## config.mk

```make
export PLATFORM = sky130hd
export DESIGN_NAME = exam1_a
export DESIGN_NICKNAME = d
export VERILOG_FILES = /design/src/rtl/exam1_a.sv
export SDC_FILE = /design/constraint.sdc
export NUM_CORES = 1
export LEC_CHECK = 0
export ABC_AREA = 1
export ABC_CLOCK_PERIOD_IN_PS = 950
export CORE_MARGIN = 1.5
export CORE_UTILIZATION = 45
export CTS_CLUSTER_DIAMETER = 80
export DETAILED_ROUTE_END_ITERATION = 10
export PLACE_DENSITY_LB_ADDON = 0.25
export SLEW_MARGIN = 20
export SYNTH_ARGS = -nofsm -noshare
export SYNTH_HDL_FRONTEND = slang
export SYNTH_SLANG_ARGS = --single-unit
```

## constraint.sdc

```tcl
create_clock -name clk -period 0.95 [get_ports clk]
set_clock_uncertainty 0.05 [all_clocks]
set_input_delay 0.095 -clock clk [delete_from_list [all_inputs] [get_ports clk]]
set_output_delay 0.095 -clock clk [all_outputs]
set_load 0.02 [all_outputs]
```

## src/rtl/exam1_a.sv

```systemverilog
// exam1_a: registered 3-operand ALU (add, subtract as magnitude+sign, XOR3, AND3).
// One-cycle latency, one operation per cycle, no backpressure.
module exam1_a (
  input  logic       clk,
  input  logic       rst_n,
  input  logic       in_valid,
  input  logic [1:0] sel,
  input  logic [2:0] a,
  input  logic [2:0] b,
  input  logic [2:0] c,
  output logic [3:0] d,
  output logic       neg,
  output logic       out_valid
);

  localparam logic [1:0] OP_ADD = 2'd0;
  localparam logic [1:0] OP_SUB = 2'd1;
  localparam logic [1:0] OP_XOR = 2'd2;
  localparam logic [1:0] OP_AND = 2'd3;

  logic [3:0] d_d, d_q;
  logic       neg_d, neg_q;
  logic       valid_d, valid_q;

  // Subtraction is reported as magnitude plus sign, so a == b never yields negative zero.
  function automatic logic [3:0] sub_mag(input logic [2:0] x, input logic [2:0] y);
    logic [2:0] diff;
    if (x >= y) begin
      diff = x - y;
    end else begin
      diff = y - x;
    end
    return {1'b0, diff};
  endfunction

  // Next-state: compute result on accepted cycles, hold d/neg otherwise.
  always_comb begin
    d_d     = d_q;
    neg_d   = neg_q;
    valid_d = in_valid;
    if (in_valid) begin
      case (sel)
        OP_ADD: begin
          d_d   = {1'b0, a} + {1'b0, b};
          neg_d = 1'b0;
        end
        OP_SUB: begin
          d_d   = sub_mag(a, b);
          neg_d = (a < b);
        end
        OP_XOR: begin
          d_d   = {1'b0, a ^ b ^ c};
          neg_d = 1'b0;
        end
        OP_AND: begin
          d_d   = {1'b0, a & b & c};
          neg_d = 1'b0;
        end
        default: begin
          d_d   = 4'd0;
          neg_d = 1'b0;
        end
      endcase
    end else begin
      d_d   = d_q;
      neg_d = neg_q;
    end
  end

  // Output registers with asynchronous active-low reset.
  always_ff @(posedge clk or negedge rst_n) begin
    if (!rst_n) begin
      d_q     <= 4'd0;
      neg_q   <= 1'b0;
      valid_q <= 1'b0;
    end else begin
      d_q     <= d_d;
      neg_q   <= neg_d;
      valid_q <= valid_d;
    end
  end

  assign d         = d_q;
  assign neg       = neg_q;
  assign out_valid = valid_q;

endmodule

```

==> reports/results.txt, run 1 <==
Number of cell instances on the worst register-to-register path: 4. The number of enable-type register cells in the synthesized netlist is 0, and the area of all placed cells without fillers is 1230 sq um. Cells fill 91.3% of the core in the end. The synthesized netlist occupies a cell area of 669 sq um. The main flop type after synthesis was sky130_fd_sc_hd__dfrtp_1. Yosys instantiated no cell more often than sky130_fd_sc_hd__nand2_1. For this run, the slowest stage of the critical path takes 370 ps. Power comes to 1.24 mW. The leakage power figure is 0.617 nW, and the layout overhead on the synthesized area is 84.1%.

The run gives 1030 ps as the required time at the worst-slack endpoint. The number of warnings issued by yosys is 0, and the clock-pin slew on the worst setup and hold paths is 40 ps. The y dimension of the die is 41.6 um. From left edge to right edge, the die measures 41.6 um. Max-cap violations in this run came to 0. Of all nets on the critical path, the largest fanout is 3. The count of final setup violators came out at 5.

The largest total area in the synthesized netlist belongs to sky130_fd_sc_hd__dfrtp_1. The cell chosen for the clock root was sky130_fd_sc_hd__clkbuf_4. The minimum setup slack in the final design is -373 ps.

For the number of antenna violations at the first check in global routing, the log shows 0. The final reports fail on setup timing. For this design the top-level I/O count stands at 20. The most critical setup path has its startpoint at a[0]. In this run the power density over the cells is 1010 nW/um^2. The run gives 864 um as the met1 wire length. After floorplanning, the core was sized to cover 1350 sq um. The cell area after placement was 1050 sq um. The top metal layer carrying routed signals was met4. The critical path's slowest cell is sky130_fd_sc_hd__fa_2. Traced cell by cell, the critical path runs through buf_12, inv_12, ha_4, inv_2, fa_2, xnor2_1, nand2_1, nand3_1, nand2_1, nand2_1, nand2_1.

For the count of final max-slew check failures, the log shows 0. In this run the remaining antenna-violating nets after routing total 0. Of all flip-flops after synthesis, the portion carrying an async set or reset was 100%. The run gives 81.7% as the worst slew slack as a fraction of its limit. Total die area: 1730 sq um.

Dividing the detail-routed via count by the number of cells gives 5.80. The initial core utilization was 49.6%; the part of the power in registers was 24.2%. In the synthesized netlist, the cells that appear most often are sky130_fd_sc_hd__nand2_1, sky130_fd_sc_hd__inv_1, sky130_fd_sc_hd__nand3_1. The number of buffers created by CTS was 3.

The clock net sink count was 6. The detailed router finished its first iteration with 47 violations. The critical path in this run is classified as primary input to flip-flop.

At the end of routability-driven placement, the weighted congestion stood at 0.816. After synthesis, flip-flops and latches occupy 22.4% of the total area. For the finished layout, the period the worst path requires is 1320 ps. The tools report the internal power summed over all cells as 780 uW. The final worst-path cycle share is 139%, and the global route total overflow is 0. For this design the total switching power over the nets is 460 uW. The worst endpoint data arrival time was 1410 ps. Setup slack on the worst reg-to-reg path comes out at -10 ps. By instance count, the cell type seen most on the critical path is sky130_fd_sc_hd__nand2_1. The measured slew at the worst slew-check pin was 274 ps. Synthesis inferred 6 register bits. Timing would allow up to 756 MHz. The origin of the critical flop-to-flop path was d[1].

In this run switching power makes up 37.1% of total power. The worst setup path is launched from a primary input. The first global-routing pass estimated 3540 um of wire. The routed design uses 1350 um of met2 wire.

Setup repair after global routing could not meet its margin everywhere. The logs give 1 for the count of H-tree levels built during CTS and 858 for the overall via count from detail_route. The proportion of power drawn by the clock network is 19.1%. In this run the worst setup path terminates at d[2].

Wires add up to 2630 um. Worst-skew pair later-pin latency: 250 ps. The count of antenna diodes in the layout is 0.

After synthesis, the netlist uses 19 different library cells. At the end of the flow, the number of nets in the layout was 160. The maximum buffer depth of the clock tree was 2; the number of global-route vias before repair was 830. Combinational logic is responsible for 56.8% of the overall power. The tools report the worst setup slack before clock tree synthesis as -959 ps. Final routed wire length divided by cell count: 17.8 um. The run gives 7 as the pin count of the biggest net entering global routing. Of the cells placed in the final design, the portion with a size suffix greater than 1 is 54.1%.

Detailed placement finished with a half-perimeter wire length of 1470 um. The first detailed-routing pass ran for 4 iterations. In this run the tool buffered the top-level ports with 19 buffer cells.

STA classifies the critical path endpoint as a flip-flop. Number of standard cells after synthesis: 90. The endpoint identified for the worst register-to-register timing path is d[1]. The run gives 217 um as the total length of routed met3 wires. The run finished, with violations left. For the hold violation count in the final report, the log shows 0. The final cell count without fillers came out at 148.

The synthesized area per cell is 7.44 sq um. The path class of the tightest hold or removal check is primary input to asynchronous set/reset pin. TritonCTS built the clock tree.

The logs give 0 for the DRC violation count after routing and 140 for the cell count after placement. The worst ir drop on vdd was 0.760 mV. In this run the core area contains 13 standard-cell rows. After synthesis, the largest area contributor takes up 22.4% of total cell area. The run gives 115 as the post-synth net total.

After synthesis, the cell types taking the most area are sky130_fd_sc_hd__dfrtp_1, sky130_fd_sc_hd__ha_1, sky130_fd_sc_hd__nand2_1. Global routing consumed, over all layers together, 28.0% of the routing resources.
-- how the worst min path moves through the flow --
| stage | endpoint | slack [ps] | depth (start not counted) |
|---|---|---|---|
| floorplan | d[0] | -250 | 0 |
| global placement | d[2] | 300 | 1 |
| detailed placement | d[1] | 300 | 1 |
| CTS | d[1] | 30 | 1 |
| global route | d[1] | 50 | 1 |
| finish | d[1] | 40 | 1 |
-- metal layers --
metal	track usage, %	vias up
met3	7.83	30
met5	0	-
met1	28.2	396
li1	-	365
met2	50.6	67
met4	16.1	0
-- power by group through the flow --
stage | Combinational, mW | Sequential, mW | Clock [mW]
2_1_floorplan | 0.233 | 0.333 | 0
3_3_place_gp | 0.513 | 0.298 | 0
3_5_place_dp | 0.532 | 0.299 | 0
4_1_cts | 0.584 | 0.295 | 0.247
5_1_grt | 0.746 | 0.302 | 0.276
6_report | 0.704 | 0.299 | 0.236
-- cells by family after synthesis --
kind of cell	count (synthesis)	synth area share (%)
simple gates	40	28.4
buf+inv	19	11.8
compound gates	9	6.92
xor+xnor	5	6.54
flops	6	22.4
fa+ha+maj	11	23.9
-- cell usage in the layout, fill, tap and decap left out, types with 2 or more instances in the layout --
| cell type | count |
|---|---|
| sky130_fd_sc_hd__nor2_4 | 2 |
| sky130_fd_sc_hd__nand2_2 | 2 |
| sky130_fd_sc_hd__nand2_4 | 3 |
| sky130_fd_sc_hd__buf_8 | 3 |
| sky130_fd_sc_hd__nand3_1 | 8 |
| sky130_fd_sc_hd__buf_4 | 16 |
| sky130_fd_sc_hd__clkbuf_4 | 3 |
| sky130_fd_sc_hd__dfrtp_1 | 6 |
| sky130_fd_sc_hd__inv_2 | 8 |
| sky130_fd_sc_hd__fa_2 | 3 |
| sky130_fd_sc_hd__inv_4 | 2 |
| sky130_fd_sc_hd__nor2_1 | 3 |
| sky130_fd_sc_hd__ha_4 | 4 |
| sky130_fd_sc_hd__nor2_2 | 2 |
| sky130_fd_sc_hd__clkdlybuf4s50_1 | 6 |
| sky130_fd_sc_hd__nand2_1 | 15 |
| sky130_fd_sc_hd__ha_1 | 2 |
| sky130_fd_sc_hd__ha_2 | 2 |
| sky130_fd_sc_hd__inv_1 | 6 |
| sky130_fd_sc_hd__xor2_1 | 3 |
| sky130_fd_sc_hd__buf_2 | 3 |
| sky130_fd_sc_hd__buf_6 | 11 |
| sky130_fd_sc_hd__nand3_2 | 4 |
| sky130_fd_sc_hd__o21ai_1 | 5 |
-- timing repair --
action,in CTS,in global routing
gates resized for setup,78,25
pin swaps,16,13
endpoints found under the setup margin,11,9
gates cloned,0,0
buffers inserted,4,4
hold buffers,0,0
-- area by class of cell --
type | instances | area (sq um)
Clock buffer | 3 | 22.5
Inverter | 18 | 85.1
Timing Repair Buffer | 41 | 397
Sequential cell | 6 | 150
Fill cell | 53 | 118
Multi-Input combinational cell | 65 | 559
Tap cell | 15 | 18.8
-- through the flow --
| stage | setup TNS, ps | hold slack, ps |
|---|---|---|
| finish | -748 | 37.9 |
| global route | -838 | 47.6 |
| CTS | -550 | 34.6 |
| detailed placement | -4800 | 301 |
| global placement | -4550 | 302 |
| floorplan | -591 | -251 |
-- sequential cells by signal, indices dropped and copies added (netlist names) --
| register | count |
|---|---|
| out_valid | 1 |
| d | 4 |
| neg | 1 |
-- worst max-delay path, delay by kind of cell --
kind	cells	cell delay [ps]
xor+xnor	1	220
fa+ha+maj	2	490
buf+inv	3	200
simple gates	5	380
Power figures use the tool's default switching activity.
==> run 2, diff against run 1 <==
CTS_CLUSTER_DIAMETER = 120   (was 80)
==> results of run 2 <==
No change in the layout: final DEF, timing and power equal those of run 1.
==> run 3, diff against run 2 <==
RECOVER_POWER = 25   (was not set)
==> reports/results.txt, run 3 (synthesized netlist as in run 1, its figures left out) <==
The worst setup slack before clock tree synthesis is -959 ps (unchanged). Power density over the cells: 1010 nW/um^2 (+0.21%). The worst register-to-register path ends at d[1]. Delay contributed by the slowest stage of the critical path: 370 ps (about the same).

The number of cell instances on the worst register-to-register path is 4 (unchanged), and the aggregate routed wire length is 2660 um (+1.2%). Final worst-path cycle share: 139% (-0.26 points). The measured slew at the worst slew-check pin works out to 278 ps (+4.19 ps).

Most common cell after layout, fill and taps aside: sky130_fd_sc_hd__buf_4. The DRC violation count after routing was 0 (unchanged); the count of antenna diodes in the layout was 0 (unchanged). Number of global-route vias before repair: 830 (unchanged). The count of filler cells inserted in the layout came out at 53 (unchanged). The run gives 49.6% (unchanged) as the initial core utilization.

The ratio of routed vias to standard cells is 5.78 (-0.23%). Setup repair after global routing could not meet its margin everywhere. Post-detailed-placement half-perimeter wirelength: 1470 um (unchanged). The run finished, with violations left. The number of standard-cell rows in the floorplan was 13 (unchanged); the clock-pin slew on the worst setup and hold paths was 40 ps (about the same). The signal on the critical path passes through buf_12, inv_12, ha_4, inv_2, fa_2, xnor2_1, nand2_1, nand3_1, nand2_1, nand2_1, nand2_1. Number of flip-flops in the largest register: 4 (unchanged). Tracing the worst setup path back leads to its startpoint at a[0].

For the overall via count from detail_route, the log shows 856 (-0.23%). On the critical path, the stage with the largest delay is an instance of sky130_fd_sc_hd__fa_2. The final routed wire length divided by cell count was 18.0 um (+1.2%); the maximum clock rate was 757 MHz (+0.19%). In this run the worst setup path terminates at d[2]. The tools report the cell chosen for the clock root as sky130_fd_sc_hd__clkbuf_4.

The horizontal extent of the die is 41.6 um (unchanged), and the count of input and output buffers is 19 (unchanged). The total die area was 1730 sq um (unchanged). STA classifies the critical path startpoint as a primary input. The global placer's final weighted congestion is 0.816 (unchanged), and the largest driver fanout on the critical path is 3 (unchanged). The tools report the worst endpoint data arrival time as 1410 ps (about the same). The cell that appears most often on the critical path is sky130_fd_sc_hd__nand2_1.

The y dimension of the die works out to 41.6 um (unchanged). The number of buffer and inverter instances along the worst setup path is 3 (unchanged). The worst register-to-register path begins at d[1]. The layout net count is 160 (unchanged), and the number of nets still failing antenna checks after routing is 0 (unchanged).

Worst min-delay path category: primary input to asynchronous set/reset pin. The logic depth of the worst path, buffers included was 11 (unchanged). The run gives 0 (unchanged) as the number of max-capacitance violations reported. The area inside the core boundary is 1350 sq um (unchanged), and the worst-skew pair later-pin latency is 250 ps (about the same). The clock net sink count is 6 (unchanged), and the minimum setup slack in the final design is -370 ps (+2.51 ps). The hold violation count in the final report came out at 0 (unchanged). Global route total overflow: 0 (unchanged).

The tools report the number of top-level design ports as 20 (unchanged). The kind of cell with the highest combined delay on the critical path is adder cells. For the quantity of hold-fixing buffers added after cts, the log shows 0 (unchanged). The logs give 1 (unchanged) for the count of H-tree levels built during CTS and 4 (unchanged) for the first-pass iteration count of the detailed router. The worst slew slack as a fraction of its limit was 81.4% (-0.28 points); the global-route wire length before repair was 3540 um (unchanged).

The share of layout cells above drive strength 1 came out at 54.1% (unchanged). Number of buffers created by CTS: 3 (unchanged). The worst ir drop on vdd was 0.760 mV (-0.11%). The leakage power figure was 0.617 nW (about the same); the number of antenna violations at the first check in global routing was 0 (unchanged). The top cell types in the final layout, fill and taps aside, are sky130_fd_sc_hd__buf_4, sky130_fd_sc_hd__nand2_1, sky130_fd_sc_hd__buf_6. The count of final max-slew check failures is 0 (unchanged), and the share of the core filled with cells in the final layout is 91.3% (unchanged). The final reports fail on setup timing. The slack of the worst reg-to-reg path was -10 ps (about the same). The post-layout minimum cycle time came out at 1320 ps (-2.51 ps). The layout overhead on the synthesized area was 84.1% (unchanged); the required time at the worst-slack endpoint was 1040 ps (about the same). The run gives 47 (unchanged) as the initial detailed-routing violation count.

The maximum buffer depth of the clock tree came out at 2 (unchanged). The area of all placed cells without fillers came out at 1230 sq um (unchanged). TritonCTS built the clock tree. The logs give 28.0% (unchanged) for the overall routing resource usage and 1050 sq um (unchanged) for the cell area after placement. The pin count of the biggest net entering global routing was 7 (unchanged). Count of final setup violators: 5 (unchanged). STA classifies the critical path endpoint as a flip-flop.

The category of the most critical setup path is primary input to flip-flop.
[run 3: layout make-up]
type / instances / area (sq um) / area share, %
Sequential cell: 6 / 150 / 12.2
Clock buffer: 3 / 22.5 / 1.83
Tap cell: 15 / 18.8 / 1.52
Inverter: 18 / 85.1 / 6.90
Timing Repair Buffer: 41 / 397 / 32.2
Multi-Input combinational cell: 65 / 559 / 45.4
[run 3: worst min-delay path by stage]
| stage | end | slack [ps] | cells after the start |
|---|---|---|---|
| 2_1_floorplan | d[0] | -250 | 0 |
| 3_3_place_gp | d[2] | 300 | 1 |
| 3_5_place_dp | d[1] | 300 | 1 |
| 4_1_cts | d[1] | 30 | 1 |
| 5_1_grt | d[1] | 120 | 1 |
| 6_report | d[1] | 110 | 1 |
[run 3: repair_timing]
| item | in CTS | in global routing |
|---|---|---|
| cloned | 0 | 0 |
| setup endpoints to repair | 11 | 9 |
| hold endpoints to repair | 0 | 0 |
| pin swaps | 16 | 13 |
| gates resized for setup | 78 | 25 |
| setup buffers | 4 | 4 |
[run 3: stage by stage]
stage	cells	hold slack, ps	total power, mW	TNS (ps)
2_1_floorplan	90	-251	0.566	-591
3_3_place_gp	140	302	0.811	-4550
3_5_place_dp	140	301	0.831	-4800
4_1_cts	146	34.6	1.13	-550
5_1_grt	148	118	1.32	-838
6_report	148	106	1.24	-742
[run 3: where the power goes]
part / switching (mW) / internal [mW] / total [mW]
sequential: 0.0162 / 0.283 / 0.299
combinational: 0.352 / 0.353 / 0.705
clock: 0.0948 / 0.143 / 0.238
total: 0.463 / 0.779 / 1.24
[run 3: routing by layer]
layer / vias up / share of wire (%) / global-route usage, %
li1: 365 / - / -
met1: 398 / 33 / 28.2
met2: 67 / 51 / 50.6
met3: 26 / 9.1 / 7.83
met4: 0 / 7.1 / 16.1
met5: - / 0 / 0
